**config.mk**
```make
export PLATFORM = sky130hd
export DESIGN_NAME = voice_allocator_flat
export DESIGN_NICKNAME = d
export VERILOG_FILES = /design/src/rtl/voice_allocator_if.sv /design/src/rtl/voice_allocator.sv /design/src/flat_wrapper.sv
export SDC_FILE = /design/constraint.sdc
export NUM_CORES = 1
export LEC_CHECK = 0
export ABC_AREA = 1
export BUFFER_PORTS_ARGS = -buffer_cell sky130_fd_sc_hd__buf_4
export CORE_UTILIZATION = 58
export CTS_CLUSTER_SIZE = 10
export DETAILED_ROUTE_END_ITERATION = 12
export PLACE_DENSITY_LB_ADDON = 0.05
export SETUP_SLACK_MARGIN = 0.02
export SKIP_LAST_GASP = 1
export SLEW_MARGIN = 20
export SYNTH_ARGS = -nofsm -noshare
export SYNTH_HDL_FRONTEND = slang
export SYNTH_SLANG_ARGS = --single-unit
```
**constraint.sdc**
```tcl
create_clock -name mclk -period 7.96 [get_ports mclk]
set_input_delay 0.398 -clock mclk [delete_from_list [all_inputs] [get_ports mclk]]
set_output_delay 0.398 -clock mclk [all_outputs]
set_load 0.02 [all_outputs]
```
**src/rtl/voice_allocator_if.sv**
```systemverilog
// Note-event request channel: one note-on/note-off per valid/ready handshake.
interface voice_allocator_if #(
    parameter int NOTE_BITS     = 7,
    parameter int FREQ_RES_BITS = 16,
    parameter int VOLUME_BITS   = 8
);
    logic                     req_valid;
    logic                     req_ready;
    logic                     req_on;
    logic [NOTE_BITS-1:0]     req_note;
    logic [FREQ_RES_BITS-1:0] req_freq;
    logic [VOLUME_BITS-1:0]   req_vel;

    modport master (output req_valid, req_on, req_note, req_freq, req_vel, input req_ready);
    modport slave  (input req_valid, req_on, req_note, req_freq, req_vel, output req_ready);
endinterface

```
**src/rtl/voice_allocator.sv**
```systemverilog
// Polyphonic voice allocator: maps note events onto NUM_VOICES voice slots
// (retrigger > free > oldest releasing > oldest active steal) and holds
// released voices busy for RELEASE_SAMPLES sample ticks.
module voice_allocator #(
    parameter int NUM_VOICES      = 4,
    parameter int FREQ_RES_BITS   = 16,
    parameter int VOLUME_BITS     = 8,
    parameter int NOTE_BITS       = 7,
    parameter int RELEASE_SAMPLES = 300
) (
    input  logic                                       mclk,
    input  logic                                       rst,
    input  logic                                       pblrc,
    voice_allocator_if.slave                           req,
    output logic [NUM_VOICES-1:0]                      voice_gate,
    output logic [NUM_VOICES-1:0][FREQ_RES_BITS-1:0]   voice_freq,
    output logic [NUM_VOICES-1:0][VOLUME_BITS-1:0]     voice_volume,
    output logic                                       steal
);
    localparam int IDX_W = (NUM_VOICES > 1) ? $clog2(NUM_VOICES) : 1;
    localparam int CNT_W = $clog2(RELEASE_SAMPLES + 1);
    localparam logic [CNT_W-1:0] REL_LOAD = CNT_W'(RELEASE_SAMPLES);
    localparam logic [IDX_W-1:0] LAST_IDX = IDX_W'(NUM_VOICES - 1);

    typedef enum logic [1:0] {V_FREE = 2'd0, V_ACTIVE = 2'd1, V_RELEASE = 2'd2} vstate_t;
    typedef enum logic [1:0] {IDLE, SCAN, COMMIT, GATE} fsm_t;

    fsm_t                                 state;
    vstate_t                              vst [NUM_VOICES];
    logic [NUM_VOICES-1:0][NOTE_BITS-1:0] note;
    logic [NUM_VOICES-1:0][CNT_W-1:0]     rel_cnt;
    logic [NUM_VOICES-1:0][IDX_W-1:0]     age;

    // latched event
    logic                     ev_on;
    logic [NOTE_BITS-1:0]     ev_note;
    logic [FREQ_RES_BITS-1:0] ev_freq;
    logic [VOLUME_BITS-1:0]   ev_vel;

    // scan cursor and accumulated candidates
    logic [IDX_W-1:0] scan_idx;
    logic             m_found, f_found, r_found, a_found;
    logic [IDX_W-1:0] m_idx, f_idx, r_idx, a_idx;
    logic [IDX_W-1:0] tgt_idx;

    logic             pblrc_d;
    logic             tick;
    logic [IDX_W-1:0] on_tgt;
    logic             on_steal;

    assign req.req_ready = (state == IDLE);
    assign tick          = pblrc & ~pblrc_d;

    // Remember last pblrc level so only its rising edge counts as a sample tick.
    always_ff @(posedge mclk or posedge rst) begin
        if (rst) pblrc_d <= 1'b0;
        else     pblrc_d <= pblrc;
    end

    // Note-on target selection from the accumulated candidates.
    always_comb begin
        on_tgt   = a_idx;
        on_steal = 1'b1;
        if (m_found) begin
            on_tgt   = m_idx;
            on_steal = 1'b0;
        end else if (f_found) begin
            on_tgt   = f_idx;
            on_steal = 1'b0;
        end else if (r_found) begin
            on_tgt   = r_idx;
            on_steal = 1'b0;
        end
    end

    // Controller FSM plus voice bank; release countdown runs every cycle and
    // COMMIT writes are placed after it so they win on the target voice.
    always_ff @(posedge mclk or posedge rst) begin
        if (rst) begin
            state        <= IDLE;
            scan_idx     <= '0;
            ev_on        <= 1'b0;
            ev_note      <= '0;
            ev_freq      <= '0;
            ev_vel       <= '0;
            m_found      <= 1'b0;
            f_found      <= 1'b0;
            r_found      <= 1'b0;
            a_found      <= 1'b0;
            m_idx        <= '0;
            f_idx        <= '0;
            r_idx        <= '0;
            a_idx        <= '0;
            tgt_idx      <= '0;
            steal        <= 1'b0;
            voice_gate   <= '0;
            voice_freq   <= '0;
            voice_volume <= '0;
            note         <= '0;
            rel_cnt      <= '0;
            for (int i = 0; i < NUM_VOICES; i++) begin
                vst[i] <= V_FREE;
                age[i] <= IDX_W'(i);
            end
        end else begin
            steal <= 1'b0;
            for (int i = 0; i < NUM_VOICES; i++) begin
                if (tick && vst[i] == V_RELEASE) begin
                    if (rel_cnt[i] <= CNT_W'(1)) begin
                        rel_cnt[i] <= '0;
                        vst[i]     <= V_FREE;
                    end else begin
                        rel_cnt[i] <= rel_cnt[i] - CNT_W'(1);
                    end
                end
            end
            case (state)
                IDLE: begin
                    if (req.req_valid) begin
                        ev_on    <= req.req_on;
                        ev_note  <= req.req_note;
                        ev_freq  <= req.req_freq;
                        ev_vel   <= req.req_vel;
                        scan_idx <= '0;
                        m_found  <= 1'b0;
                        f_found  <= 1'b0;
                        r_found  <= 1'b0;
                        a_found  <= 1'b0;
                        state    <= SCAN;
                    end
                end
                SCAN: begin
                    if (vst[scan_idx] != V_FREE && note[scan_idx] == ev_note && !m_found) begin
                        m_found <= 1'b1;
                        m_idx   <= scan_idx;
                    end
                    if (vst[scan_idx] == V_FREE && !f_found) begin
                        f_found <= 1'b1;
                        f_idx   <= scan_idx;
                    end
                    if (vst[scan_idx] == V_RELEASE && (!r_found || age[scan_idx] > age[r_idx])) begin
                        r_found <= 1'b1;
                        r_idx   <= scan_idx;
                    end
                    if (vst[scan_idx] == V_ACTIVE && (!a_found || age[scan_idx] > age[a_idx])) begin
                        a_found <= 1'b1;
                        a_idx   <= scan_idx;
                    end
                    if (scan_idx == LAST_IDX) state <= COMMIT;
                    else                      scan_idx <= scan_idx + IDX_W'(1);
                end
                COMMIT: begin
                    tgt_idx <= on_tgt;
                    if (ev_on) begin
                        voice_freq[on_tgt]   <= ev_freq;
                        voice_volume[on_tgt] <= ev_vel;
                        note[on_tgt]         <= ev_note;
                        vst[on_tgt]          <= V_ACTIVE;
                        rel_cnt[on_tgt]      <= '0;
                        voice_gate[on_tgt]   <= 1'b0;
                        steal                <= on_steal;
                        for (int j = 0; j < NUM_VOICES; j++)
                            if (age[j] < age[on_tgt]) age[j] <= age[j] + IDX_W'(1);
                        age[on_tgt] <= '0;
                    end else if (m_found && vst[m_idx] == V_ACTIVE) begin
                        voice_gate[m_idx] <= 1'b0;
                        vst[m_idx]        <= V_RELEASE;
                        rel_cnt[m_idx]    <= REL_LOAD;
                    end
                    state <= GATE;
                end
                GATE: begin
                    if (ev_on) voice_gate[tgt_idx] <= 1'b1;
                    state <= IDLE;
                end
                default: state <= IDLE;
            endcase
        end
    end
endmodule

```
**src/flat_wrapper.sv**
```systemverilog
// flat-port wrapper written by rule: the top's interface ports become plain ports
module voice_allocator_flat 
#(
    parameter int NUM_VOICES      = 4,
    parameter int FREQ_RES_BITS   = 16,
    parameter int VOLUME_BITS     = 8,
    parameter int NOTE_BITS       = 7,
    parameter int RELEASE_SAMPLES = 300
)
  (mclk, rst, pblrc, voice_gate, voice_freq, voice_volume, steal, req_req_valid, req_req_on, req_req_note, req_req_freq, req_req_vel, req_req_ready);
  voice_allocator_if #(.NOTE_BITS(NOTE_BITS), .FREQ_RES_BITS(FREQ_RES_BITS), .VOLUME_BITS(VOLUME_BITS)) req_i ();
  input  logic mclk;
  input  logic rst;
  input  logic pblrc;
  output logic [NUM_VOICES-1:0] voice_gate;
  output logic [NUM_VOICES-1:0][FREQ_RES_BITS-1:0] voice_freq;
  output logic [NUM_VOICES-1:0][VOLUME_BITS-1:0] voice_volume;
  output logic steal;
  input wire logic [$bits(req_i.req_valid)-1:0] req_req_valid;
  input wire logic [$bits(req_i.req_on)-1:0] req_req_on;
  input wire logic [$bits(req_i.req_note)-1:0] req_req_note;
  input wire logic [$bits(req_i.req_freq)-1:0] req_req_freq;
  input wire logic [$bits(req_i.req_vel)-1:0] req_req_vel;
  output wire logic [$bits(req_i.req_ready)-1:0] req_req_ready;
  assign req_i.req_valid = req_req_valid;
  assign req_i.req_on = req_req_on;
  assign req_i.req_note = req_req_note;
  assign req_i.req_freq = req_req_freq;
  assign req_i.req_vel = req_req_vel;
  assign req_req_ready = req_i.req_ready;
  voice_allocator #(.NUM_VOICES(NUM_VOICES), .FREQ_RES_BITS(FREQ_RES_BITS), .VOLUME_BITS(VOLUME_BITS), .NOTE_BITS(NOTE_BITS), .RELEASE_SAMPLES(RELEASE_SAMPLES)) u_core (.mclk(mclk), .rst(rst), .pblrc(pblrc), .req(req_i), .voice_gate(voice_gate), .voice_freq(voice_freq), .voice_volume(voice_volume), .steal(steal));
endmodule
```
### Word-level counts from Yosys, hierarchy flattened

Cells that the tools add are included.

* add/sub/neg operators: 9
* magnitude comparators: 24
* equality and inequality tests: 21
* mux-type cells: 102
* bitwise logic cells: 23
* reduce and logical (&&, ||, !) cells: 39

Operator list (count)
* two-way mux 36 bit: 3
* two-way mux 9 bit: 10
* two-way mux 2 bit: 38
* bitwise mux 64 bit: 1
* bitwise AND 36 bit: 1
* demux 9 bit (select 2 bit): 2
* <= comparator 9 x 1 -> 1 bit (second input constant): 4
* inverter 36 bit: 1
* subtractor 9 x 1 -> 9 bit (second input constant): 4
* bitwise mux 32 bit: 1
* demux 16 bit (select 2 bit): 1
* two-way mux 8 bit: 4
* bitwise mux 28 bit: 1
* binary-select mux 2 bit (select 2 bit): 6
* bitwise AND 20 bit: 1
* inverter 20 bit: 1
* less-than comparator 2 x 3 -> 1 bit (second input constant): 6
* AND reduction 3 bit: 6
* bitwise AND 4 bit: 4
* demux 8 bit (select 2 bit): 1
* equality test 2 bit (second input constant): 8
* two-way mux 16 bit: 1
* inverter 4 bit: 4
* OR 16 bit: 1
* other kinds (34): 108

* flip-flop bits (word level): 232
* input port bits: 36
* output and inout port bits: 102

### Logic depth before layout (Yosys ltp)

Gate-level depths: netlist of run 1.

* word-level depth: 12
* mapped depth: 15
* depth with buffers taken out: 15

### Worst setup path after synthesis of run 1

No wires, ideal clock.

* path type: flip-flop to flip-flop
* from: reg u_core.f_found
* to: reg u_core.age[1] (netlist bit)
* data arrival time: 2.257 ns
* data required time: 7.837 ns
* path slack: 5.580 ns
* stages on the path, launching flop included: 11
* path buffers: 0
* cells stage by stage: dfrtp_1 -> a21oi_1 -> nand2_4 -> nand2_8 -> nor2_4 -> a22oi_1 -> o211ai_1 -> ha_1 -> or4_1 -> o21ai_0 -> a21oi_1

* longest elaborated chain between the ends: 9

RTL lines
* from (decl): RTL line voice_allocator.sv:42 `logic m_found, f_found, r_found, a_found;`
* from (signal assigned): RTL line voice_allocator.sv:87 `f_found <= 1'b0;`
* from (signal assigned): RTL line voice_allocator.sv:126 `f_found <= 1'b0;`
* from (signal assigned): RTL line voice_allocator.sv:138 `f_found <= 1'b1;`
* two-way mux 2 bit (*): RTL line voice_allocator.sv:67 `end else if (f_found) begin`
* two-way mux 2 bit (*): RTL line voice_allocator.sv:64 `if (m_found) begin`
* binary-select mux 2 bit (select 2 bit): RTL line voice_allocator.sv:163 `if (age[j] < age[on_tgt]) age[j] <= age[j] + IDX_W'(1);`
* two-way mux 2 bit (not written as such): RTL line voice_allocator.sv:163
* less-than comparator 2 bit: RTL line voice_allocator.sv:163
* two-way mux 2 bit: RTL line voice_allocator.sv:163
* two-way mux 2 bit: RTL line voice_allocator.sv:154 `if (ev_on) begin`
* two-way mux 2 bit: RTL line voice_allocator.sv:117 `case (state)`
* bitwise AND 8 bit (no source line) (*)
* to (signal, indexed assignment): RTL line voice_allocator.sv:103 `age[i] <= IDX_W'(i);`
* to (decl): RTL line voice_allocator.sv:32 `logic [NUM_VOICES-1:0][IDX_W-1:0] age;`

Mark *: on every way between the ends. The rest lies on a longest branch, timed or not. The select of a mux whose other input is x is not followed.
A chain may end at the register's enable or synchronous reset.

### Final worst setup path of run 1

* from: reg u_core.state[0]
* to: reg u_core.age[5] (netlist bit)

* longest elaborated chain between the ends: 2

RTL lines
* from (decl): RTL line voice_allocator.sv:28 `fsm_t state;`
* from (signal assigned): RTL line voice_allocator.sv:80 `state <= IDLE;`
* from (signal assigned): RTL line voice_allocator.sv:129 `state <= SCAN;`
* from (signal assigned): RTL line voice_allocator.sv:149 `if (scan_idx == LAST_IDX) state <= COMMIT;`
* equality test 2 bit: RTL line voice_allocator.sv:117
* AND reduction 2 bit (no source line)

No other way between the ends.

==> out/qor.csv, run 1 <==
stage,metric,value,unit
cells_and_area,share of cells above drive strength 1,17.4,%
timing,"Hold Violations, Final",16,
placement,number of port buffers,137,
timing,RSZ-0062 raised after global routing,no,
timing,Slew headroom,39.4,%
setup_path,CP startpoint,u_core.state[0],
grt,first-pass GRT wire length,38.8,mm
placement,pre-CTS setup slack,5220,ps
synth,synthesized cell area,10700,um2
cells_and_area,post-route insts no fill,1578,
timing,fin crit share,34.6,%
synth,"Net Count, Synth",1271,
grt,global route overflow,0,
run_status,outcome,"finished, violations left",
placement,routability cong.,0.874,
grt,All-Layer GR Usage,25.9,%
grt,largest net degree at the start of global routing,103,
setup_path,Worst Path Arrival,3220,ps
setup_path,Worst setup EP type,register,
timing,final worst setup slack,5210,ps
detailed_routing,detailed-route wire length per cell,14.8,um
timing,Final Critical Period,2750,ps
timing,clk_skew,13.6,ps
cells_and_area,fin nets,1401,
grt,vias in the first global route,7936,
setup_path,worst-path maximum fanout,46,
cells_and_area,Layout area overhead,16.7,%
synth,"flops & latches, synth",232,
setup_path,crit path kind,register to register,
clock_tree,clk_lat worst skew,530,ps
setup_path,r2r startpoint,u_core.state[0],
cells_and_area,# diodes,0,
clock_tree,Post-CTS Hold Fix Bufs,1,
clock_tree,CTS tree,built,
floorplanning,I/O pin cnt,138,
cells_and_area,post-layout util,69.1,%
cells_and_area,# fillers,1500,
synth,Mapped Cells,1214,
synth,sequential fraction of the synthesis area,54.5,%
grt,initial antenna violation count,0,
detailed_routing,remaining antenna violation count,0,
power_and_ir_drop,Max VDD drop,0.000271,V
clock_tree,post-CTS setup buffer count,0,
detailed_routing,post-route DRC violation count,0,
min_path,Hold Path Class,input port to async pin,
detailed_routing,vias,8326,
placement,post-DP HPWL,15.6,mm
timing,final hold slack,-81.0,ps
clock_tree,CTS sink count,232,
synth,Synth Warn #,0,
placement,placed insts,1543,
clock_tree,CTS root buffer,clkbuf_16,
detailed_routing,vias per cell,5.28,
setup_path,WP data required,8430,ps
timing,final setup TNS,0,ps
clock_tree,"Reg clk slew, reported paths",60,ps
timing,worst slew pin tran,909,ps
power_and_ir_drop,Static Leak,6.40,nW
floorplanning,std cell rows,49,
power_and_ir_drop,PwrDens,462,nW/um2
timing,Setup Viol. Count Final,0,
placement,DP Area,11700,um2
synth,Post-Syn Area per Cell,8.79,um2
floorplanning,Die H,138,um
job,Max-cap violations,0,
run_status,failing checks,hold timing,
detailed_routing,DRT iter0 DRCs,506,
timing,Max Clk Rate,0.363,GHz
setup_path,Worst Setup Start Kind,register,
floorplanning,initial core utilization,59.2,%
floorplanning,Core Box Area,18000,um2
clock_tree,H-tree Lvls,1,
clock_tree,Clock Path Buffers,3,
cells_and_area,post-route cell area,12500,um2
clock_tree,# resized after CTS,0,
floorplanning,die area,18900,um2
floorplanning,Die Wd,138,um
detailed_routing,Total Wirelength,23.4,mm
synth,number of distinct library cells after synthesis,43,
clock_tree,CTS Buf Count,27,
detailed_routing,Detailed Routing Iterations Pass 1,5,
timing,max-slew violation count,0,
-- through the flow --
stage | total power [mW] | hold WS [ps]
after global routing | 6.24 | 36.8
final | 5.76 | -81.0
after detailed placement | 4.70 | 471
after CTS | 5.80 | 4.15
after global placement | 4.63 | 465
after floorplan | 3.89 | 429
-- layout by cell type (no fill, tap or decap), types with 6 or more instances in the layout --
cell / synthesis / final
a21oi_1: 67 / 67
buf_4: 1 / 144
clkbuf_16: 0 / 27
dfrtp_1: 228 / 228
ha_1: 21 / 21
inv_1: 124 / 123
nand2_1: 293 / 292
nand2_2: 5 / 6
nand3_1: 47 / 47
nor2_1: 109 / 109
nor3_1: 8 / 8
nor4_1: 6 / 6
o21ai_0: 72 / 72
o21ai_1: 93 / 93
o21ai_2: 24 / 24
xor2_1: 18 / 18
-- power by group --
part | switching, mW | internal, mW
Combinational | 1.62 | 0.963
Sequential | 0.368 | 1.74
Clock | 0.444 | 0.625
Total | 2.43 | 3.32
-- synthesized netlist by cell type, drive strengths merged --
cell type	count	area share (%)
a21oi	67	3.1
a22oi	1	0.070
a31o	1	0.082
a31oi	3	0.18
buf	32	2.7
clkbuf	12	0.43
dfrtp	228	53
dfstp	4	0.99
ha	21	2.5
inv	130	4.6
nand2	301	11
nand2b	1	0.059
nand3	51	2.7
nand4	5	0.29
nor2	116	4.5
nor3	9	0.47
nor4	6	0.35
o2111ai	1	0.082
o211ai	1	0.070
o21ai	189	9.7
o22ai	3	0.18
o2bb2ai	1	0.082
or2	5	0.29
or4	3	0.21
xnor2	5	0.41
xor2	18	1.5
-- final timing paths --
check / cells past startpoint / endpoint / slack [ps]
setup / recovery: 8 / u_core.age[5] / 5210
hold / removal: 2 / u_core.age[4] / -80
setup reg to reg: 8 / u_core.age[5] / 5210
hold reg to reg: 2 / u_core.voice_freq[32] / 480
max in group asynchronous: 3 / u_core.voice_freq[56] / 6570
min in group mclk: 3 / u_core.ev_note[4] / 110
-- metal layers --
metal	part of all wire, %	track usage [%]	routed length [um]	vias up
met1	45	35.2	10500	3928
met2	47	41.9	11000	213
met4	1.5	5.98	352	0
met3	6.8	6.22	1590	29
met5	0	0	0	-
li1	-	-	-	4156
-- registers in the layout, indices dropped and copies added, names as in the netlist, 4 cells and up --
signal and count:
u_core.voice_freq 64, u_core.rel_cnt 36, u_core.voice_volume 32, u_core.note 28
u_core.ev_freq 16, u_core.age 8, u_core.ev_vel 8, u_core.vst 8
u_core.ev_note 7, u_core.voice_gate 4
-- logic make-up after synthesis --
logic type      synth area share [%]
fa+ha+maj                       2.46
simple gates                    19.8
flops                           54.5
buf+inv                         7.78
xor+xnor                        1.89
compound gates                  13.6
-- worst max-delay path, cell delays in order, from the launching register on --
cell and delay, ps:
dfrtp_1 370, inv_1 90, ha_1 310, nand2_1 300, inv_1 210, nand2_2 460
buf_4 590, o21ai_0 190, a21oi_1 150
-- cell type report --
type	count	area [um2]	share of cell area, %
tap	229	287	2.30
timing repair buffer	145	1090	8.76
multi-input combinational	808	4030	32.4
inverter	130	498	4.00
sequential	232	5810	46.7
clock inverter	1	20.0	0.161
clock buffer	33	718	5.77
(Power assumes the default switching activity.)
==> run 2: changes to the inputs <==
--- a/config.mk
+++ b/config.mk
@@ -5,7 +5,7 @@
 export SDC_FILE = /design/constraint.sdc
 export NUM_CORES = 1
 export LEC_CHECK = 0
-export ABC_AREA = 1
+export ABC_AREA = 0
 export BUFFER_PORTS_ARGS = -buffer_cell sky130_fd_sc_hd__buf_4
 export CORE_UTILIZATION = 58
 export CTS_CLUSTER_SIZE = 10
==> constraint.sdc (replaced) <==
create_clock -name mclk -period 2.8 [get_ports mclk]
set_input_delay 0.14 -clock mclk [delete_from_list [all_inputs] [get_ports mclk]]
set_output_delay 0.14 -clock mclk [all_outputs]
set_load 0.02 [all_outputs]
==> run 2 against run 1 <==
- the flow now finishes without violations
- first-iteration DRC count shrank 29%
- global-route usage grew 0.45 points
- cell count fell by 21%
- critical endpoint is now u_core.age[3]
==> out/qor.csv, run 2 <==
stage,metric,value,unit,change
grt,largest net degree at the start of global routing,60,,-42%
synth,Post-Synth XOR/XNOR Area,3.48,%,+1.6 points
detailed_routing,vias per cell,5.78,,+9.6%
synth,number of distinct library cells after synthesis,70,,+63%
timing,max-slew violation count,0,,unchanged
setup_path,Worst setup EP type,register,,
synth,"flops & latches, synth",232,,unchanged
synth,Post-Syn Area per Cell,13.4,um2,+53%
grt,first-pass GRT wire length,40.8,mm,+5.1%
synth,cell accounting for the most synthesized area,dfrtp_1,,
timing,Max Clk Rate,0.367,GHz,+1.1%
cells_and_area,max reg flops,64,,unchanged
clock_tree,"Reg clk slew, reported paths",60,ps,about the same
synth,Mapped Cells,800,,-34%
cells_and_area,post-route cell area,13500,um2,+8.7%
min_path,Hold Path Class,input port to async pin,,
clock_tree,clk_lat worst skew,520,ps,about the same
timing,Final Critical Period,2720,ps,-29.2 ps
detailed_routing,detailed-route wire length per cell,19.7,um,+33%
synth,largest family of logic cells by synthesized area,multiplexers,,
detailed_routing,DRT iter0 DRCs,361,,-29%
setup_path,critical-path cell list,mux2_4 > mux2_4 > mux2i_4 > mux4_2 > clkinv_4 > ha_4 > nor4b_4 > xnor2_1 > nor2_1,,
floorplanning,initial core utilization,59.6,%,+0.38 points
synth,Synth Area in Adders,2.45,%,-0.016 points
floorplanning,std cell rows,49,,unchanged
detailed_routing,vias,7244,,-13%
cells_and_area,"most common cell after layout, fill and taps aside",dfrtp_1,,
synth,Async SR Flop Fraction,100,%,unchanged
cells_and_area,register area,5810,um2,unchanged
clock_tree,H-tree Lvls,1,,unchanged
synth,Synth area leaders,"dfrtp_1, mux2_2, mux2_4",,
synth,ys flop type,dfrtp_1,,
cells_and_area,Top reg by flops,u_core.voice_freq,,
cells_and_area,"commonest cells after routing, fill and taps aside","dfrtp_1, buf_4, mux2_2",,
timing,Slew headroom,41.8,%,+2.4 points
floorplanning,die area,19100,um2,+0.63%
floorplanning,Die H,138,um,+0.32%
synth,Synth top area share,53.1,%,-0.34 points
cells_and_area,share of cells above drive strength 1,40.4,%,+23 points
setup_path,Worst Setup Start Kind,register,,
placement,number of port buffers,137,,unchanged
setup_path,CP dominant cell by count,mux2_4,,
floorplanning,Core Box Area,18000,um2,unchanged
job,Max-cap violations,0,,unchanged
power_and_ir_drop,Max VDD drop,0.000758,V,+180%
clock_tree,Clock Path Buffers,3,,unchanged
synth,"Net Count, Synth",857,,-33%
grt,vias in the first global route,7810,,-1.6%
timing,final setup TNS,0,ps,unchanged
cells_and_area,fin nets,1060,,-24%
timing,"Hold Violations, Final",0,,-16
synth,Post-synth EDFFs,0,,unchanged
cells_and_area,Largest regs,"u_core.voice_freq: 64 flops, u_core.rel_cnt: 36 flops, u_core.voice_volume: 32 flops",,
grt,global route overflow,0,,unchanged
setup_path,CP max stage cell,mux4_2,,
cells_and_area,post-layout util,75.1,%,+6.0 points
setup_path,max incr delay on CP,570,ps,-20 ps
cells_and_area,Multi-input gate area,4780,um2,+19%
clock_tree,CTS tree,built,,
cells_and_area,Layout area overhead,26.0,%,
cells_and_area,# fillers,1166,,-22%
synth,top post-synthesis cells by count,"dfrtp_1, mux2_2, nor2_1",,
floorplanning,Die Wd,138,um,+0.32%
setup_path,Worst Path Arrival,3090,ps,-130 ps
synth,synthesized cell area,10700,um2,+0.65%
detailed_routing,post-route DRC violation count,0,,unchanged
synth,most common cell in the netlist,dfrtp_1,,
power_and_ir_drop,Static Leak,6.27,nW,-1.9%
timing,clk_skew,13.8,ps,+0.233 ps
run_status,outcome,"finished, final reports clean",,
grt,initial antenna violation count,0,,unchanged
floorplanning,I/O pin cnt,138,,unchanged
synth,post-synthesis compound-gate area fraction,5.14,%,-8.5 points
synth,post-synthesis mux area share,23.2,%,+23 points
timing,final hold slack,220,ps,+301 ps
detailed_routing,remaining antenna violation count,0,,unchanged
detailed_routing,Detailed Routing Iterations Pass 1,5,,unchanged
clock_tree,CTS sink count,232,,unchanged
timing,fin crit share,97.3,%,+63 points
timing,RSZ-0062 raised after global routing,yes,,
synth,post-synthesis simple-gate area fraction,8.92,%,-11 points
clock_tree,CTS Buf Count,27,,unchanged
placement,placed insts,1165,,-24%
placement,DP Area,12300,um2,+4.9%
clock_tree,CTS root buffer,clkbuf_16,,
setup_path,WP data required,3160,ps,-5270 ps
power_and_ir_drop,PwrDens,1150,nW/um2,+150%
grt,All-Layer GR Usage,26.3,%,+0.45 points
detailed_routing,Total Wirelength,24.7,mm,+5.4%
setup_path,worst-path maximum fanout,4,,-91%
timing,Setup Viol. Count Final,0,,unchanged
timing,worst slew pin tran,870,ps,-38.7 ps
placement,routability cong.,0.884,,+1.1%
cells_and_area,# diodes,0,,unchanged
synth,sequential fraction of the synthesis area,54.1,%,-0.35 points
placement,post-DP HPWL,16.4,mm,+5.0%
setup_path,crit path kind,register to register,,
synth,Synth Warn #,0,,unchanged
cells_and_area,post-route insts no fill,1253,,-21%
[run 2: changes by cell type in the layout (fill, tap and decap cells not counted), moves of 37 or more]
cell	change
inv_1	-102
nand3_1	-37
nand2_1	-270
o21ai_0	-49
nor2_1	-63
a21oi_1	-54
mux2_2	+140
o21ai_1	-92
[run 2: what timing repair did]
action,CTS,global route
endpoints found under the setup margin,5,8
buffers inserted,0,3
resized for setup,3,10
endpoints found under the hold margin,49,0
hold buffers,35,0
pin swaps,0,13
[run 2: kinds of logic after synthesis]
group           Yosys count
flops                   232
mux                     196
simple gates            173
compound gates           78
buf+inv                  59
xor+xnor                 41
fa+ha+maj                21
[run 2: final cells by class]
class / instances / share of cell area (%)
Inverter: 24 / 0.730
Multi-Input combinational cell: 509 / 35.3
Tap cell: 229 / 2.12
Timing Repair Buffer: 209 / 13.1
Clock buffer: 49 / 5.75
Sequential cell: 232 / 42.9
Clock inverter: 1 / 0.0647
[run 2: final timing paths]
path,depth (start not counted),endpoint,start,slack (ps)
min reg2reg,1,u_core.voice_volume[11],u_core.voice_volume[11],500
max,9,u_core.age[3],u_core.r_found,80
min,3,u_core.voice_freq[38],rst,220
max in group asynchronous,5,u_core.voice_volume[8],rst,1620
max reg2reg,9,u_core.age[3],u_core.r_found,80
min in group mclk,2,u_core.pblrc_d,pblrc,320
[run 2: metrics by stage]
stage	power, mW	worst slack [ps]
final	15.6	76.0
after global routing	16.5	-40.3
after CTS	15.7	28.1
after detailed placement	12.4	-8.18
after global placement	12.1	32.9
after floorplan	10.0	-373
[run 2: power breakdown]
group | total [mW] | internal, mW | leakage, nW | switching (mW)
clock | 3.15 | 1.86 | 0.375 | 1.29
sequential | 6.11 | 4.87 | 2.94 | 1.24
combinational | 6.35 | 3.25 | 2.96 | 3.10
[run 2: per-layer routing]
metal	vias up	share of wire [%]	GRT usage, %
li1	3302	-	-
met1	3714	43	34.6
met2	187	49	44.2
met3	41	6.0	6.06
met4	0	1.8	6.77
met5	-	0	0
[run 2: critical path, delay by kind of cell (launching register included)]
kind | cells | cell delay [ps]
multiplexers | 4 | 1350
flip-flops | 1 | 390
AND/OR/NAND/NOR | 2 | 360
adder cells (fa/ha/maj) | 1 | 210
XOR/XNOR | 1 | 150
buffers and inverters | 1 | 110
